[src/rtl/fdma_pkg.sv]
// Shared definitions for the FDMA frame-buffer scheduler.
// Holds the side-FSM state encoding and the buffer index and address helpers.
package fdma_pkg;

  typedef logic [1:0] state_t;

  localparam state_t IDLE  = 2'd0;
  localparam state_t START = 2'd1;
  localparam state_t BUSY  = 2'd2;

  // Modulo-n step by compare-and-subtract.
  // This is valid because idx < n and step <= 2 <= n, so one subtract always suffices.
  function automatic logic [1:0] buf_next(input logic [1:0] idx,
                                          input logic [1:0] step,
                                          input logic [2:0] n);
    logic [2:0] s;
    s = {1'b0, idx} + {1'b0, step};
    if (s >= n) s = s - n;
    return s[1:0];
  endfunction

  // Wide result; callers keep the low ADDR_W bits, so any wrap is ignored.
  function automatic logic [63:0] buf_addr(input logic [1:0]  idx,
                                           input logic [63:0] base = 64'h0,
                                           input logic [63:0] size = 64'h0020_0000);
    return base + ({62'b0, idx} * size);
  endfunction

endpackage

[src/rtl/fdma_side_fsm.sv]
// One side (write or read) of the scheduler: IDLE -> START -> BUSY.
// Start is high for exactly the START cycle. Overflow is a registered one-cycle pulse.
module fdma_side_fsm
  import fdma_pkg::*;
(
  input  logic clk,
  input  logic rst,
  input  logic fs,
  input  logic done,
  input  logic allow,
  output logic start,
  output logic acc,
  output logic done_acc,
  output logic ovf
);

  state_t state, state_n;
  logic   ovf_n;

  always_ff @(posedge clk or posedge rst) begin
    if (rst) begin
      state <= IDLE;
      ovf   <= 1'b0;
    end else begin
      state <= state_n;
      ovf   <= ovf_n;
    end
  end

  always_comb begin
    state_n  = state;
    acc      = 1'b0;
    done_acc = 1'b0;
    ovf_n    = 1'b0;
    case (state)
      IDLE: begin
        // An fs that is not allowed is consumed here without a start.
        if (fs && allow) begin
          acc     = 1'b1;
          state_n = START;
        end
      end
      START: begin
        state_n = BUSY;
        ovf_n   = fs;
      end
      BUSY: begin
        if (done) begin
          done_acc = 1'b1;
          if (fs && allow) begin
            acc     = 1'b1;
            state_n = START;
          end else begin
            state_n = IDLE;
          end
        end else begin
          ovf_n = fs;
        end
      end
      default: state_n = IDLE;
    endcase
  end

  assign start = (state == START);

endmodule

[src/rtl/fdma_buf_sched.sv]
// Frame-buffer scheduler: picks the DDR buffer for each FDMA engine so the reader never sees a buffer being written.
// Index and address are registered and update one cycle after an accepted fs.
module fdma_buf_sched
  import fdma_pkg::*;
#(
  parameter int                BUF_NUM    = 3,
  parameter int                ADDR_W     = 32,
  parameter logic [ADDR_W-1:0] BASE_ADDR  = '0,
  parameter logic [ADDR_W-1:0] FRAME_SIZE = ADDR_W'(32'h0020_0000)
) (
  input  logic              clk_i,
  input  logic              rst_i,
  input  logic              wr_fs_i,
  input  logic              rd_fs_i,
  input  logic              wr_done_i,
  input  logic              rd_done_i,
  output logic              wr_start_o,
  output logic [1:0]        wr_buf_o,
  output logic [ADDR_W-1:0] wr_addr_o,
  output logic              rd_start_o,
  output logic [1:0]        rd_buf_o,
  output logic [ADDR_W-1:0] rd_addr_o,
  output logic              rd_valid_o,
  output logic              wr_ovf_o,
  output logic              rd_ovf_o
);

  localparam logic [2:0]        NB       = 3'(BUF_NUM);
  localparam logic [1:0]        WR_RST   = 2'(BUF_NUM - 1);
  localparam logic [63:0]       BASE64   = 64'(BASE_ADDR);
  localparam logic [63:0]       SIZE64   = 64'(FRAME_SIZE);
  localparam logic [ADDR_W-1:0] WR_RST_A = ADDR_W'(buf_addr(WR_RST, BASE64, SIZE64));
  localparam logic [ADDR_W-1:0] RD_RST_A = ADDR_W'(buf_addr(2'd0, BASE64, SIZE64));

  logic       wr_go, wr_done_acc, rd_go, rd_done_acc, rd_allow;
  logic [1:0] last_done, last_done_n;
  logic       new_frame, new_frame_n;
  logic [1:0] rd_sel, rd_eff, wr_cand, wr_sel;

  assign rd_allow = new_frame | rd_valid_o;

  fdma_side_fsm u_wr (
    .clk(clk_i), .rst(rst_i), .fs(wr_fs_i), .done(wr_done_i), .allow(1'b1),
    .start(wr_start_o), .acc(wr_go), .done_acc(wr_done_acc), .ovf(wr_ovf_o)
  );

  fdma_side_fsm u_rd (
    .clk(clk_i), .rst(rst_i), .fs(rd_fs_i), .done(rd_done_i), .allow(rd_allow),
    .start(rd_start_o), .acc(rd_go), .done_acc(rd_done_acc), .ovf(rd_ovf_o)
  );

  always_comb begin
    rd_sel  = new_frame ? last_done : rd_buf_o;
    rd_eff  = rd_go ? rd_sel : rd_buf_o;
    wr_cand = buf_next(wr_buf_o, 2'd1, NB);
    wr_sel  = (rd_valid_o && wr_cand == rd_eff) ? buf_next(wr_buf_o, 2'd2, NB) : wr_cand;

    // Read selection sees the pre-cycle bookkeeping; a same-cycle wr_done wins for the next rd_fs.
    last_done_n = wr_done_acc ? wr_buf_o : last_done;
    new_frame_n = new_frame;
    if (rd_go && new_frame) new_frame_n = 1'b0;
    if (wr_done_acc)        new_frame_n = 1'b1;
    if (wr_go && wr_sel == last_done_n) new_frame_n = 1'b0;
  end

  always_ff @(posedge clk_i or posedge rst_i) begin
    if (rst_i) begin
      wr_buf_o   <= WR_RST;
      wr_addr_o  <= WR_RST_A;
      rd_buf_o   <= 2'd0;
      rd_addr_o  <= RD_RST_A;
      rd_valid_o <= 1'b0;
      last_done  <= 2'd0;
      new_frame  <= 1'b0;
    end else begin
      last_done <= last_done_n;
      new_frame <= new_frame_n;
      if (wr_go) begin
        wr_buf_o  <= wr_sel;
        wr_addr_o <= ADDR_W'(buf_addr(wr_sel, BASE64, SIZE64));
      end
      if (rd_go) begin
        rd_buf_o  <= rd_sel;
        rd_addr_o <= ADDR_W'(buf_addr(rd_sel, BASE64, SIZE64));
        if (new_frame) rd_valid_o <= 1'b1;
      end
    end
  end

  // rd_done_acc is not needed for index selection; the read FSM alone tracks completion.
  logic unused;
  assign unused = rd_done_acc;

endmodule

[config.mk]
export PLATFORM = sky130hd
export DESIGN_NAME = fdma_buf_sched
export DESIGN_NICKNAME = d
export VERILOG_FILES = /design/src/rtl/fdma_pkg.sv /design/src/rtl/fdma_side_fsm.sv /design/src/rtl/fdma_buf_sched.sv
export SDC_FILE = /design/constraint.sdc
export NUM_CORES = 1
export LEC_CHECK = 0
export CAP_MARGIN = 30
export CORE_ASPECT_RATIO = 0.8
export CORE_MARGIN = 5
export CORE_UTILIZATION = 42
export CTS_CLUSTER_DIAMETER = 150
export CTS_CLUSTER_SIZE = 25
export DETAILED_ROUTE_END_ITERATION = 16
export PLACE_DENSITY = 0.95
export SYNTH_ARGS = -nofsm -noshare
export SYNTH_HDL_FRONTEND = slang
export SYNTH_SLANG_ARGS = --single-unit
[constraint.sdc]
create_clock -name clk_i -period 4.7 [get_ports clk_i]
set_clock_uncertainty 0.05 [all_clocks]
set_input_delay 0.705 -clock clk_i [delete_from_list [all_inputs] [get_ports clk_i]]
set_output_delay 0.705 -clock clk_i [all_outputs]
set_load 0.005 [all_outputs]
# After elaboration in Yosys (flattened, before gate mapping)
# Index checks and enable logic that the tools add are counted.
# Widths: inputs -> output; s select.
[totals]
regBits = 16
latch_bits = 0
ramBits = 0
mem_bits_ro = 0
in_bits = 6
output_inout_bits = 73
word_cells = 66
mem_count = 0
[op_classes]
addsub = 4
multipliers = 0
n_div = 0
n_lt_le_gt_ge = 2
n_eq_ne = 10
n_shift = 0
mux = 29
bitwise_logic = 1
reduce_logical = 10
[ops]
columns = ["cell", "n"]
rows = [
  ["$mux 2", 10],
  ["$mux 1", 13],
  ["$pmux 2 s3", 2],
  ["$pmux 1 s2", 4],
  ["$ge 3x2->1 const B", 2],
  ["$ne 2x2->1 const B", 3],
  ["$reduce_and 2->1", 3],
  ["$eq 2x1->1 const B", 2],
  ["$eq 2x2->1", 2],
  ["$eq 2x2->1 const B", 2],
  ["$logic_and 1x1->1", 4],
  ["$logic_not 2->1", 2],
  ["$sub 2x2->2 const B", 2],
  ["$add 2x1->3 const B", 1],
  ["$add 2x2->3 const B", 1],
  ["$reduce_bool 3->1", 1],
  ["$ne 2x1->1 const B", 1],
  ["$or 1x1->1", 1],
]

# Depth between registers and ports, before layout
[depth]
depth_word = 12
ltp_mapped = 9

# Modules after synthesis
# From an unflattened synthesis, not the netlist that was laid out.
[unflattened]
hier_cells = 188
hier_area_um2 = 1662.8
[by_module_without_submodules]
columns = ["module", "instances", "cells_each", "area_per_inst_um2", "seq_area_each_um2"]
rows = [
  ["fdma_buf_sched", 1, 132, 1162.4, 251.5],
  ["fdma_side_fsm", 2, 28, 250.2, 75.1],
]

# Worst setup path before layout
# No wires, ideal clock.
[synth_timing]
path_type = "input port to flip-flop"
startpoint = "in rd_fs_i"
endpoint = "reg new_frame"
t_arrival_ps = 2153
slack_ps = 2411
path_stages = 7
n_path_buf = 0
path_cell_list = "and3_4 and2_4 or3_4 a2111oi_4 a211oi_2 xor2_1 a32oi_1"
[synth_between]
elab_chain_cells = 11
word_cells_on_any_way = 13
[synth_lines]
columns = ["item", "line_no", "text"]
rows = [
  ["start: declaration", "fdma_buf_sched.sv:14", "input logic rd_fs_i,"],
  ["$logic_and 1x1->1 *", "fdma_side_fsm.sv:38, fdma_side_fsm.sv:50", ""],
  ["$mux 1 *", "fdma_side_fsm.sv:38, fdma_side_fsm.sv:50", ""],
  ["$mux 1", "fdma_side_fsm.sv:48", "if (done) begin"],
  ["$pmux 1 s2 *", "fdma_side_fsm.sv:35", "case (state)"],
  ["$mux 2", "n/a", ""],
  ["$eq 2x2->1", "fdma_buf_sched.sv:56", "wr_sel = (rd_valid_o && wr_cand == rd_eff) ? buf_next(wr_buf_o, 2'd2, NB) : wr_cand;"],
  ["$logic_and 1x1->1", "fdma_buf_sched.sv:56", ""],
  ["$mux 2", "fdma_buf_sched.sv:56", ""],
  ["$eq 2x2->1", "fdma_buf_sched.sv:63", "if (wr_go && wr_sel == last_done_n) new_frame_n = 1'b0;"],
  ["$logic_and 1x1->1", "fdma_buf_sched.sv:63", ""],
  ["$reduce_bool 3->1 (no source line) or $mux 1 (tied branches)", "n/a", ""],
  ["end signal: assignment", "fdma_buf_sched.sv:77", "new_frame <= new_frame_n;"],
  ["end: declaration", "fdma_buf_sched.sv:37", "logic new_frame, new_frame_n;"],
]
# Mark *: on every way between the ends. The rest lies on a longest branch, timed or not.
# A chain may end at the register's enable or synchronous reset.

# Worst setup path in the final report
[layout_timing]
startpoint = "in rd_done_i"
endpoint = "reg new_frame"
[layout_between]
elab_chain_cells = 9
word_cells_on_any_way = 11
[layout_lines]
columns = ["item", "line_no", "text"]
rows = [
  ["start: declaration", "fdma_buf_sched.sv:16", "input logic rd_done_i,"],
  ["$mux 1 *", "fdma_side_fsm.sv:48", ""],
  ["$pmux 1 s2 *", "fdma_side_fsm.sv:35", ""],
  ["$mux 2", "n/a", ""],
  ["$eq 2x2->1", "fdma_buf_sched.sv:56", ""],
  ["$logic_and 1x1->1", "fdma_buf_sched.sv:56", ""],
  ["$mux 2", "fdma_buf_sched.sv:56", ""],
  ["$eq 2x2->1", "fdma_buf_sched.sv:63", ""],
  ["$logic_and 1x1->1", "fdma_buf_sched.sv:63", ""],
  ["$reduce_bool 3->1 (no source line) or $mux 1 (tied branches)", "n/a", ""],
]
# Marked as above.

==> results.py <==
metrics = {
    "cts": {
        "cts_max_path_buffers": 2,
        "cts_tree": "yes",
        "ctsHoldBuffers": 0,
        "root_buffer": "clkbuf_8",
        "cts_sinks": 16,
        "h-tree-depth": 1,
        "cts_buffers": 3,
        "clk-insertion-delay-late_ns": 0.25,
        "clk_pin_slew_ns": 0.07,
        "cts-resized-gates": 0,
        "cts_setup_buffers": 0,
    },
    "power_and_ir_drop": {
        "ir_drop_mv": 0.1549,
        "p_leak_nw": 0.7763,
        "finalPower_mw": 0.7805,
        "p_per_area_mw_per_mm2": 526.0,
    },
    "route": {
        "dr.pass1.iters": 4,
        "avgRoutedWirePerCell_um": 11.08,
        "vias_per_cell": 4.116,
        "drtIter0Drc": 69,
        "wl_um": 2494,
        "ant_nets": 0,
        "route.detailed.drc": 0,
        "vias": 926,
    },
    "synthesis": {
        "synth_cells": 165,
        "ys.flop_type": "dfrtp_1",
        "yosysTopAreaCell": "buf_4",
        "avgSynthCellArea_um2": 8.857,
        "yosys-top-cells-area": "buf_4 (32%), dfrtp_1 (26%), ha_1 (8.6%), o21ai_0 (4.1%), inv_1 (3.3%)",
        "synth_common_cells": "buf_4 (62), dfrtp_1 (15), inv_1 (13)",
        "synth_top_area_share_pct": 31.85,
        "async_reset_ff_share_pct": 100.0,
        "ys_seq_elements": 16,
        "synth-edff-count": 0,
        "yosysUniqueCellTypes": 35,
        "yosys.cell_count.top_type": "buf_4",
        "syn_area_mm2": 0.001461,
        "seq_area_frac_synth_pct": 27.48,
        "yosysWarnings": 0,
    },
    "worst_setup_path": {
        "critPathRequiredTime_ns": 4.81,
        "r2r_end": "new_frame$_DFFE_PP0P_",
        "worstSetupPathType": "primary input to register",
        "cp-end-kind": "register",
        "arrival_ns": 2.80,
        "crit_path_max_fanout": 7,
        "reg2reg_slack_ns": 2.23,
        "r2r-start": "u_rd.state[0]$_DFFE_PP0P_",
        "ff2ff_path_depth": 9,
        "worstSetupStartpointType": "primary input",
    },
    "timing": {
        "finalSetupTns_ns": 0,
        "fmax_mhz": 371.7,
        "setup_viol": 0,
        "timing.slew.headroom_pct": 59.71,
        "drv_slew": 0,
        "period_share_pct": 57.24,
        "rsz0062_at_grt": "false",
        "tightest_slew_ns": 0.6037,
        "final-hold-violation-count": 0,
        "period_needed_ns": 2.690,
        "whs_ns": 0.4761,
    },
    "cells_and_area": {
        "n_antenna_cell": 0,
        "drive_above_1_share_pct": 6.557,
        "utilization_pct": 43.65,
        "stdcell_count": 225,
        "nets": 200,
        "synthToLayoutAreaGrowth_pct": 1.541,
    },
    "global_route": {
        "grt.overflow.total": 0,
        "grt_pass1_wl_um": 3864,
        "grt_antenna_before_repair": 0,
        "grt_max_degree": 17,
        "grt_pass1_vias": 828,
        "track_usage_pct": 10.17,
    },
    "die": {
        "coreArea_mm2": 0.003400,
        "die_w_um": 75.95,
        "dieArea_mm2": 0.004767,
        "row_count": 19,
        "ioPinCount": 79,
        "die_h_um": 62.76,
        "start_util_pct": 42.99,
    },
    "placed_design": {
        "io_buffers": 18,
        "gp_congestion": 0.8531,
        "place_hpwl_um": 2040,
        "dp_cells": 221,
    },
    "status": {
        "status": "finished clean",
    },
    "job": {
        "maxCapViolations": 0,
    },
    "hold_path": {
        "hold_class": "register to register",
        "holdCritStartpoint": "rd_addr_o[22]$_DFFE_PP0N_",
        "whs_path_depth": 2,
        "hold_path_end": "rd_addr_o[22]$_DFFE_PP0N_",
    },
}
worst max-delay path: stages:
cell	delay (ns)
clkdlybuf4s50_1	0.55
a21oi_2	0.13
o21a_1	0.23
or3_4	0.35
a2111oi_4	0.36
a211oi_2	0.09
xor2_1	0.17
a32oi_1	0.22
metrics by stage:
stage	cell area (µm²)	setup WS, ns
after floorplan	1683	2.411
after global placement	1439	1.852
after detailed placement	1439	1.766
after CTS	1484	2.020
after global routing	1484	1.891
final	1484	2.010
layout make-up:
cell class,count,area (µm²)
fill,328,1916
multi-input combinational,132,755.7
sequential,16,401.6
timing repair buffer,18,180.2
tap,42,52.55
inverter,13,48.80
clock buffer,4,45.04
power by group:
| part | switching (mW) | leakage [nW] | total (mW) | internal, mW |
|---|---|---|---|---|
| logic | 0.217 | 0.554 | 0.431 | 0.214 |
| registers | 0.0486 | 0.199 | 0.241 | 0.193 |
| clock network | 0.0475 | 0.0228 | 0.108 | 0.0602 |
state kept, by name, summed over array words and instances, names as in the netlist:
name	count
last_done	2
new_frame	1
rd_addr_o	2
rd_buf_o	2
rd_valid_o	1
u_rd.ovf	1
u_rd.state	2
u_wr.ovf	1
u_wr.state	2
wr_addr_o	2
routing by layer:
metal / track usage [%] / vias up / wire, µm
li1: - / 455 / -
met1: 10.93 / 426 / 873
met2: 16.99 / 39 / 1349
met3: 3.314 / 6 / 206
met4: 6.667 / 0 / 64
met5: 0 / - / 0
logic make-up after synthesis:
group	Yosys count	synth area share [%]
AOI/OAI and AO/OA	34	16.87
xor gates and xnor gates	2	1.199
adders and majority gates	10	8.562
buffers and inverters	76	35.96
DFF	16	27.48
muxes	3	2.140
other	1	0.2566
and+or+nand+nor	23	7.535
cells in the final DEF (no fill, tap or decap), drive strengths merged, types with 2 or more instances in the layout:
master,synthesis,routed
inv,13,13
conb,1,60
dfrtp,15,15
nand2,11,11
clkbuf,0,4
clkdlybuf4s50,0,18
mux2i,2,2
o211a,2,2
a21oi,6,6
ha,10,10
o21ai,14,14
a21o,2,2
nor2,7,7
worst max path at each step:
stage | start | endpoint | slack, ns | depth (start not counted)
floorplan | rd_fs_i | new_frame$_DFFE_PP0P_ | 2.41 | 7
global placement | rd_fs_i | new_frame$_DFFE_PP0P_ | 1.85 | 8
detailed placement | rd_done_i | new_frame$_DFFE_PP0P_ | 1.77 | 8
CTS | rd_done_i | new_frame$_DFFE_PP0P_ | 2.02 | 8
global route | rd_done_i | new_frame$_DFFE_PP0P_ | 1.89 | 8
finish | rd_done_i | new_frame$_DFFE_PP0P_ | 2.01 | 8
No activity file was read; power rests on OpenSTA's default activity.
